**src/rtl/game_pkg.sv**
```systemverilog
// Shared types and constants for the squash/tennis game blocks.
package game_pkg;

  localparam logic [1:0] DIR_IDLE  = 2'b00;
  localparam logic [1:0] DIR_RIGHT = 2'b01;
  localparam logic [1:0] DIR_LEFT  = 2'b10;

  localparam int LIGHT_RIGHT_END = 0;

  // Wide enough for the slowest divided clock's 26-bit toggle value.
  localparam int CNT_W = 26;

  typedef enum logic [1:0] {
    IDLE,
    REACT,
    HIT,
    CLEAR
  } opp_state_t;

  // Miss threshold out of 256; values >= 256 mean a certain miss.
  function automatic logic [8:0] miss_threshold(input logic [8:0] base,
                                                input logic [2:0] hitnum);
    return base + {3'b000, hitnum, 3'b000};
  endfunction

endpackage

```
**src/rtl/lfsr16.sv**
```systemverilog
// 16-bit Galois LFSR, x^16+x^14+x^13+x^11+1; free-running, reloads seed on reset.
module lfsr16 (
  input  logic        clock,
  input  logic        reset,
  input  logic [15:0] seed,
  output logic [15:0] value
);

  logic [15:0] value_q, value_d;

  always_comb begin
    value_d = {1'b0, value_q[15:1]} ^ (value_q[0] ? 16'hB400 : 16'h0000);
  end

  always_ff @(posedge clock) begin
    if (reset) value_q <= seed;
    else       value_q <= value_d;
  end

  assign value = value_q;

endmodule

```
**src/rtl/cpu_opponent.sv**
```systemverilog
// Right-side CPU player: reacts to an arriving ball after a fixed delay and
// either holds rightdirection (hit) or pulses missed, with rally-scaled odds.
module cpu_opponent
  import game_pkg::*;
#(
  parameter int          REACT_CYCLES = 5_000_000,
  parameter int          HOLD_MAX     = 67_108_863,
  parameter int          MISS_BASE    = 16,
  parameter logic [15:0] LFSR_SEED    = 16'hACE1
) (
  input  logic        clock,
  input  logic        reset,
  input  logic        enable,
  input  logic [15:0] light,
  input  logic [1:0]  direction,
  input  logic [2:0]  hitnum,
  output logic        rightdirection,
  output logic        missed,
  output logic        busy
);

  localparam logic [CNT_W-1:0] REACT_LOAD = CNT_W'(REACT_CYCLES - 1);
  localparam logic [CNT_W-1:0] HOLD_LAST  = CNT_W'(HOLD_MAX - 1);
  localparam logic [8:0]       BASE_THR   = 9'(MISS_BASE);

  opp_state_t       state_q, state_d;
  logic [CNT_W-1:0] cnt_q, cnt_d;
  logic             miss_q, miss_d;
  logic             rd_q, missed_q, busy_q;
  logic             missed_d;

  logic [15:0] lfsr_val;
  logic [7:0]  lfsr_hi_unused;
  logic        on_right, miss_now;

  lfsr16 u_lfsr (
    .clock (clock),
    .reset (reset),
    .seed  (LFSR_SEED),
    .value (lfsr_val)
  );

  assign lfsr_hi_unused = lfsr_val[15:8];
  assign on_right = light[LIGHT_RIGHT_END] && (direction == DIR_RIGHT);
  assign miss_now = {1'b0, lfsr_val[7:0]} < miss_threshold(BASE_THR, hitnum);

  always_comb begin
    state_d  = state_q;
    cnt_d    = cnt_q;
    miss_d   = miss_q;
    missed_d = 1'b0;
    if (!enable) begin
      state_d = IDLE;
      cnt_d   = '0;
    end else begin
      case (state_q)
        IDLE: begin
          if (on_right) begin
            state_d = REACT;
            cnt_d   = REACT_LOAD;
            miss_d  = miss_now;
          end
        end
        REACT: begin
          // Ball leaving before the delay expires beats the decision.
          if (!on_right) begin
            state_d = IDLE;
          end else if (cnt_q == '0) begin
            if (miss_q) begin
              state_d  = CLEAR;
              missed_d = 1'b1;
            end else begin
              state_d = HIT;
              cnt_d   = '0;
            end
          end else begin
            cnt_d = cnt_q - 1'b1;
          end
        end
        HIT: begin
          if (direction == DIR_LEFT || !light[LIGHT_RIGHT_END] || cnt_q == HOLD_LAST)
            state_d = CLEAR;
          else
            cnt_d = cnt_q + 1'b1;
        end
        CLEAR: begin
          // Hold off until this arrival is over so it cannot re-trigger.
          if (!on_right) state_d = IDLE;
        end
        default: state_d = IDLE;
      endcase
    end
  end

  always_ff @(posedge clock) begin
    if (reset) begin
      state_q  <= IDLE;
      cnt_q    <= '0;
      miss_q   <= 1'b0;
      rd_q     <= 1'b0;
      missed_q <= 1'b0;
      busy_q   <= 1'b0;
    end else begin
      state_q  <= state_d;
      cnt_q    <= cnt_d;
      miss_q   <= miss_d;
      rd_q     <= (state_d == HIT);
      missed_q <= missed_d;
      busy_q   <= (state_d != IDLE);
    end
  end

  assign rightdirection = rd_q;
  assign missed         = missed_q;
  assign busy           = busy_q;

endmodule

```
**config.mk**
```make
export PLATFORM = sky130hd
export DESIGN_NAME = cpu_opponent
export DESIGN_NICKNAME = d
export VERILOG_FILES = /design/src/rtl/game_pkg.sv /design/src/rtl/lfsr16.sv /design/src/rtl/cpu_opponent.sv
export SDC_FILE = /design/constraint.sdc
export NUM_CORES = 1
export LEC_CHECK = 0
export CAP_MARGIN = 10
export CORE_UTILIZATION = 45
export CTS_CLUSTER_SIZE = 20
export DETAILED_ROUTE_END_ITERATION = 10
export HOLD_SLACK_MARGIN = 0.05
export PLACE_DENSITY = 0.67
export SETUP_SLACK_MARGIN = 0.4
export SLEW_MARGIN = 15
export SYNTH_ARGS = -nofsm -noshare
export SYNTH_HDL_FRONTEND = slang
export SYNTH_SLANG_ARGS = --single-unit
```
**constraint.sdc**
```tcl
create_clock -name clock -period 2.07 [get_ports clock]
set_input_delay 0.3105 -clock clock [delete_from_list [all_inputs] [get_ports clock]]
set_output_delay 0.3105 -clock clock [all_outputs]
set_load 0.005 [all_outputs]
```
==> Yosys cells after proc, flatten, opt, wreduce, memory -nomap -nowiden <==
Cells that the tools add are included.
{ "op_classes": {"eq_ne": 11, "n_addsub": 3, "bitwise": 5, "n_reduce_logical": 12, "muxes": 16, "order_cmp": 1} }
{ "op_table": {"columns": ["cell", "count"], "rows": [
  ["$mux 26", 5],
  ["$pmux 26 s3", 1],
  ["$add 26x1->26 const B", 1],
  ["$eq 26x26->1 const B", 1],
  ["$logic_not 26->1", 1],
  ["$sub 26x1->26 const B", 1],
  ["$mux 16", 1],
  ["$xor 15x16->16", 1],
  ["$mux 2", 6],
  ["$eq 2x2->1 const B", 4],
  ["$lt 8x7->1", 1],
  ["$pmux 2 s4", 1],
  ["$add 5x6->7 const A", 1],
  ["$ne 2x2->1 const B", 3],
  ["$reduce_and 5->1", 1],
  ["$reduce_or 5->1", 1],
  ["$eq 2x1->1 const B", 2],
  ["$not 1->1", 4],
  ["$ne 3x3->1 const B", 1],
  ["$reduce_and 3->1", 1],
  ["$reduce_bool 3->1", 1],
  ["$logic_not 2->1", 1],
  ["$logic_or 1x1->1", 2],
  ["$mux 1", 2],
  ["4 further kinds", 4]
]} }
{ "word_totals": {"output_inout_bits": 3, "word_cells": 55, "reg_bits": 48, "inputBits": 24} }

==> Depth between registers and ports, before layout <==
{ "depth": {"word_depth": 7, "depth_mapped": 10, "mapped_depth_nobuf": 9} }

==> Cells and area by module <==
A second synthesis with hierarchy kept.
{ "hier_totals": {"hier_cells": 428, "area_unflattened_um2": 3365.7} }
{ "by_module_without_submodules": {"columns": ["mod", "instances", "area_per_inst_um2", "seq_area_each_um2", "cells_each"], "rows": [
  ["cpu_opponent", 1, 2805.2, 640.6, 388],
  ["lfsr16", 1, 560.5, 320.3, 40]
]} }

==> Least setup slack after synthesis <==
No wires, ideal clock.
{ "synth_timing": {"kind": "flip-flop to flip-flop", "startpoint": "reg cnt_q[5]", "endpoint": "reg cnt_q[23]", "stages_incl_launch_ff": 8, "setup_slack_ns": -0.075, "t_required_ns": 2.013, "period_less_slack_ns": 2.145, "path_buffers": 1, "setup_ns": 0.057, "arrival_time_ns": 2.087, "path_cell_list": "dfxtp_1 > buf_6 > nor4_4 > nand4_4 > or3_4 > or4_4 > a221oi_2 > a21o_1"} }
{ "synth_via": {"elab_chain_len": 4, "word_cells_on_any_way": 12, "classes_between": "2 x add/sub; 3 x eq/ne; 4 x mux; 3 x reduce/logical"} }
{ "synth_lines": {"columns": ["item", "line", "text"], "rows": [
  ["from (decl)", "cpu_opponent.sv:27", "logic [CNT_W-1:0] cnt_q, cnt_d;"],
  ["from (signal assigned)", "cpu_opponent.sv:105", "cnt_q <= cnt_d;"],
  ["$sub 26x1->26, or another cell as far along", "cpu_opponent.sv:77", "cnt_d = cnt_q - 1'b1;"],
  ["$mux 26 or $logic_or 1x1->1 (tied branches)", "cpu_opponent.sv:68, cpu_opponent.sv:81", null],
  ["$mux 26 or $ne 2x2->1 (tied branches)", null, null],
  ["$pmux 26 s3 or $reduce_and 5->1 (tied branches)", null, null]
]} }
Several ways; a longest one is shown, not always the timed one. The select of a mux whose other input is x is not followed.
A chain may end at the register's enable or synchronous reset.

==> Worst setup path in the final report <==
{ "layout_timing": {"startpoint": "reg cnt_q[0]", "endpoint": "reg cnt_q[9]"} }
The elaborated chain is that of the path after synthesis.

==> results by stage <==
Logic synthesis:
- In the synthesized netlist the dominant register cell turns out to be sky130_fd_sc_hd__dfxtp_1.
- Yosys mapped a number of flops with a built-in enable equal to 0.
- The post-synthesis cell area is about 3200 um2.
- The post-synthesis cell count is 405.
- Dividing the synthesized area by the synthesized cell count gives 7.86 um2.
- The number of different library cells in the post-synthesis netlist is 70.
- Counting flops with an async set or reset pin after synthesis yields a share of 0.
- The sequential area share after synthesis is 0.302.
- The Yosys step of the flow raised 0 warnings.
- The synthesized net count is 441.
- The flip-flop and latch count after synthesis is 48.

Setup path:
- The critical path arrival is 2.50 ns.
- The worst register-to-register path ends at cnt_q[9].
- The launch point of the worst reg-to-reg path is cnt_q[0].
- The worst setup path startpoint is cnt_q[0].
- STA classifies the critical path endpoint as a register.
- The worst setup path is of the reg2reg kind.
- The worst register-to-register path has a depth of 12.
- Data on the critical path is required at its endpoint by 2.27 ns.
- The endpoint of the most critical setup path is cnt_q[9].
- The highest net fanout along the worst path is 6.
- Across all register-to-register paths, the minimum setup slack is -0.23 ns.
- The category of the worst setup path launch point is a register.

Timing:
- The final worst hold slack is around 0.42 ns.
- Dividing the final minimum period by the clock period gives 1.11.
- The setup-violating endpoint count in the final report is 25.
- The time the worst path needs with I/O delays and setup is 2.30 ns.
- The minimum setup slack in the final design is -0.228 ns.
- The maximum achievable frequency is 435 MHz.
- Across the routed clock network, the largest skew measured is 0.00576 ns.
- The number of hold violations in the final report is 0.
- Setup repair after global routing could not meet its margin everywhere.
- At the pin with the least slew margin, the transition time is 0.375 ns.
- The worst slew slack as a fraction of its limit is 0.747.
- The count of pins over their slew limit is 0.

Die:
- The die is 86.1 um wide.
- The site row count is 30.
- The initial cell density of the core is 0.466.
- The boundary pin count is 27.
- The core region is 6830 um2.
- The die is 86.1 um tall.
- The die covers 7420 um2.

Job:
- Max-cap violations in this run came to 0.

Global routing:
- The via count of the first global-routing pass is between 3000 and 4000.
- The wire length of the first global-routing pass is 16100 um.
- In the global route stage, overall resource usage came out at 0.273.
- The largest net degree at the start of global routing is 34.
- The initial antenna violation count was 0.
- The final global-route overflow total is 0.

Status:
- The run finished, with violations left.
- The checks that failed: negative setup slack.

Routing:
- The DRC violation total after the first TritonRoute iteration is between 300 and 400.
- The detail-routed net length per standard cell is a little under 20 um.
- Dividing the detail-routed via count by the number of cells gives 6.30.
- The total iterations of the first detailed-routing run is 5.
- The remaining design rule violation count is 0.
- The routed via count is 3774.
- The final layout contains routed wiring with a total length of 11500 um.
- The count of antenna-violating nets left after detailed routing is 0.

Placed design:
- During placement, the flow inserted port buffers numbering 11.
- OpenSTA, run right after detailed placement, puts the worst setup slack at -0.157 ns.
- In this run, placement finished with an instance count of 567.
- Detailed placement finished with a half-perimeter wire length of ~6600 um.
- At the end of routability-driven placement, the weighted congestion stood at 0.905.

Clock tree:
- TritonCTS built the clock tree.
- Clock tree synthesis found a total of 48 sinks.
- The number of buffers created by CTS is 5.
- The root buffer cell is sky130_fd_sc_hd__clkbuf_8.
- Clock-pin slew was measured on the worst setup and hold paths at 0.10 ns.
- The insertion delay of the later-clocked pin in the worst-skew pair is 0.31 ns.
- The maximum clock path buffer count is 2.
- The H-tree level count is 2.

Final layout:
- Leaving out filler cells and counting taps, the final layout contains 599.
- For this run, the share of the core covered by cells in the final layout is 0.716.
- The share of cells above drive strength 1 is 0.441.
- The post-synthesis to final-layout area growth is 53.6%.
- Leaving out fill and tap cells, the most frequent cells in the layout are sky130_fd_sc_hd__buf_4, sky130_fd_sc_hd__nand2_1, sky130_fd_sc_hd__dfxtp_1.
- The repair_antennas step left the layout with diodes totalling 0.
- The final-stage net count is 538.
- The filler cell count is 472.
- Leaving out fill and tap cells, the most frequent cell in the layout is sky130_fd_sc_hd__buf_4.

Worst hold path:
- The tightest min-delay check is of the reg2reg type.

Power and ir drop:
- For this design the static power due to leakage is roughly 0.0019 uW.
- IR analysis of the VDD net gives a maximum drop of 409 uV.
- The post-route total power is between 2000 and 3000 uW.
- The total power divided by cell area is approximately 540 nW/um2.
[cells by family after synthesis]
family / share of synthesized area
simple gates: 0.284
compound gates: 0.278
flops: 0.302
buf+inv: 0.0633
fa+ha+maj: 0.0503
xor+xnor: 0.0193
mux: 0.00314
[cell usage after synthesis, types with 5 or more instances]
cell type                  count  area share
sky130_fd_sc_hd__o21ai_0      23       0.036
sky130_fd_sc_hd__o211ai_1     12       0.028
sky130_fd_sc_hd__clkbuf_1     26       0.031
sky130_fd_sc_hd__ha_1         12       0.047
sky130_fd_sc_hd__nor3_1       14       0.022
sky130_fd_sc_hd__inv_1        13       0.015
sky130_fd_sc_hd__a21oi_1      25       0.039
sky130_fd_sc_hd__or3_1         6       0.012
sky130_fd_sc_hd__nand4_1      10       0.020
sky130_fd_sc_hd__and3_1        5      0.0098
sky130_fd_sc_hd__nand3_1      15       0.024
sky130_fd_sc_hd__nand2b_1      7       0.014
sky130_fd_sc_hd__a31oi_1       9       0.018
sky130_fd_sc_hd__or2_2         7       0.014
sky130_fd_sc_hd__nor2b_1      12       0.024
sky130_fd_sc_hd__nor4_1        5      0.0098
sky130_fd_sc_hd__xnor2_1       6       0.017
sky130_fd_sc_hd__nor2_1       25       0.029
sky130_fd_sc_hd__nand2_1      43       0.051
sky130_fd_sc_hd__a32o_1        6       0.019
sky130_fd_sc_hd__dfxtp_1      48        0.30
[area by class of cell]
class / count / area, um2 / share of cell area
tap: 96 / 120 / 0.0246
multi-input combinational: 310 / 2460 / 0.502
clock inverter: 3 / 46.3 / 0.00947
clock buffer: 5 / 68.8 / 0.0141
inverter: 13 / 51.3 / 0.0105
sequential: 48 / 991 / 0.203
timing repair buffer: 124 / 1160 / 0.237
[metal layers]
layer  wire (um)  track usage  vias up
li1            -            -     1716
met1        4640        0.367     1785
met2        5530        0.439      222
met3         946       0.0423       51
met4         400        0.109        0
met5           0            0        -
[per-stage QoR]
stage	instance area (um2)	setup TNS, ns
floorplan	3320	0
global placement	4040	-2.29
detailed placement	4040	-2.70
CTS	4510	-0.126
global route	4890	-4.51
finish	4890	-1.50
[critical path: stages (launching register included)]
cell and delay, ns:
sky130_fd_sc_hd__dfxtp_4 0.39, sky130_fd_sc_hd__inv_4 0.05, sky130_fd_sc_hd__buf_6 0.12, sky130_fd_sc_hd__ha_4 0.15, sky130_fd_sc_hd__nand4_1 0.09, sky130_fd_sc_hd__nor2_1 0.06, sky130_fd_sc_hd__nand4_1 0.17, sky130_fd_sc_hd__o211ai_1 0.11
sky130_fd_sc_hd__buf_4 0.17, sky130_fd_sc_hd__nor2_4 0.27, sky130_fd_sc_hd__clkbuf_16 0.23, sky130_fd_sc_hd__a21oi_2 0.06, sky130_fd_sc_hd__a311oi_1 0.31
[registers in the layout, summed over array words and instances (netlist names)]
register / count
cnt_q: 26
u_lfsr.value: 16
state_q: 2
busy: 1
miss_q: 1
missed: 1
rightdirection: 1
[worst min-delay path by stage]
stage	start	endpoint	depth (start not counted)
finish	u_lfsr.value[1]	u_lfsr.value[0]	1
global route	u_lfsr.value[12]	u_lfsr.value[11]	1
CTS	u_lfsr.value[1]	u_lfsr.value[0]	1
detailed placement	u_lfsr.value[1]	u_lfsr.value[0]	1
global placement	u_lfsr.value[12]	u_lfsr.value[11]	1
floorplan	reset	u_lfsr.value[14]	1
[where the power goes]
group / internal, uW / total (uW) / switching (uW)
clock: 365 / 727 / 362
combinational: 438 / 909 / 471
sequential: 959 / 992 / 33.4
[repair_timing]
item | 4_1_cts | 5_1_grt
pin swaps | 30 | 51
setup endpoints to repair | 31 | 31
gates cloned | 2 | 3
setup buffers | 12 | 7
gates resized for setup | 61 | 61
hold buffers | 0 | 0
Note: power is estimated with default switching activity, not from simulation.
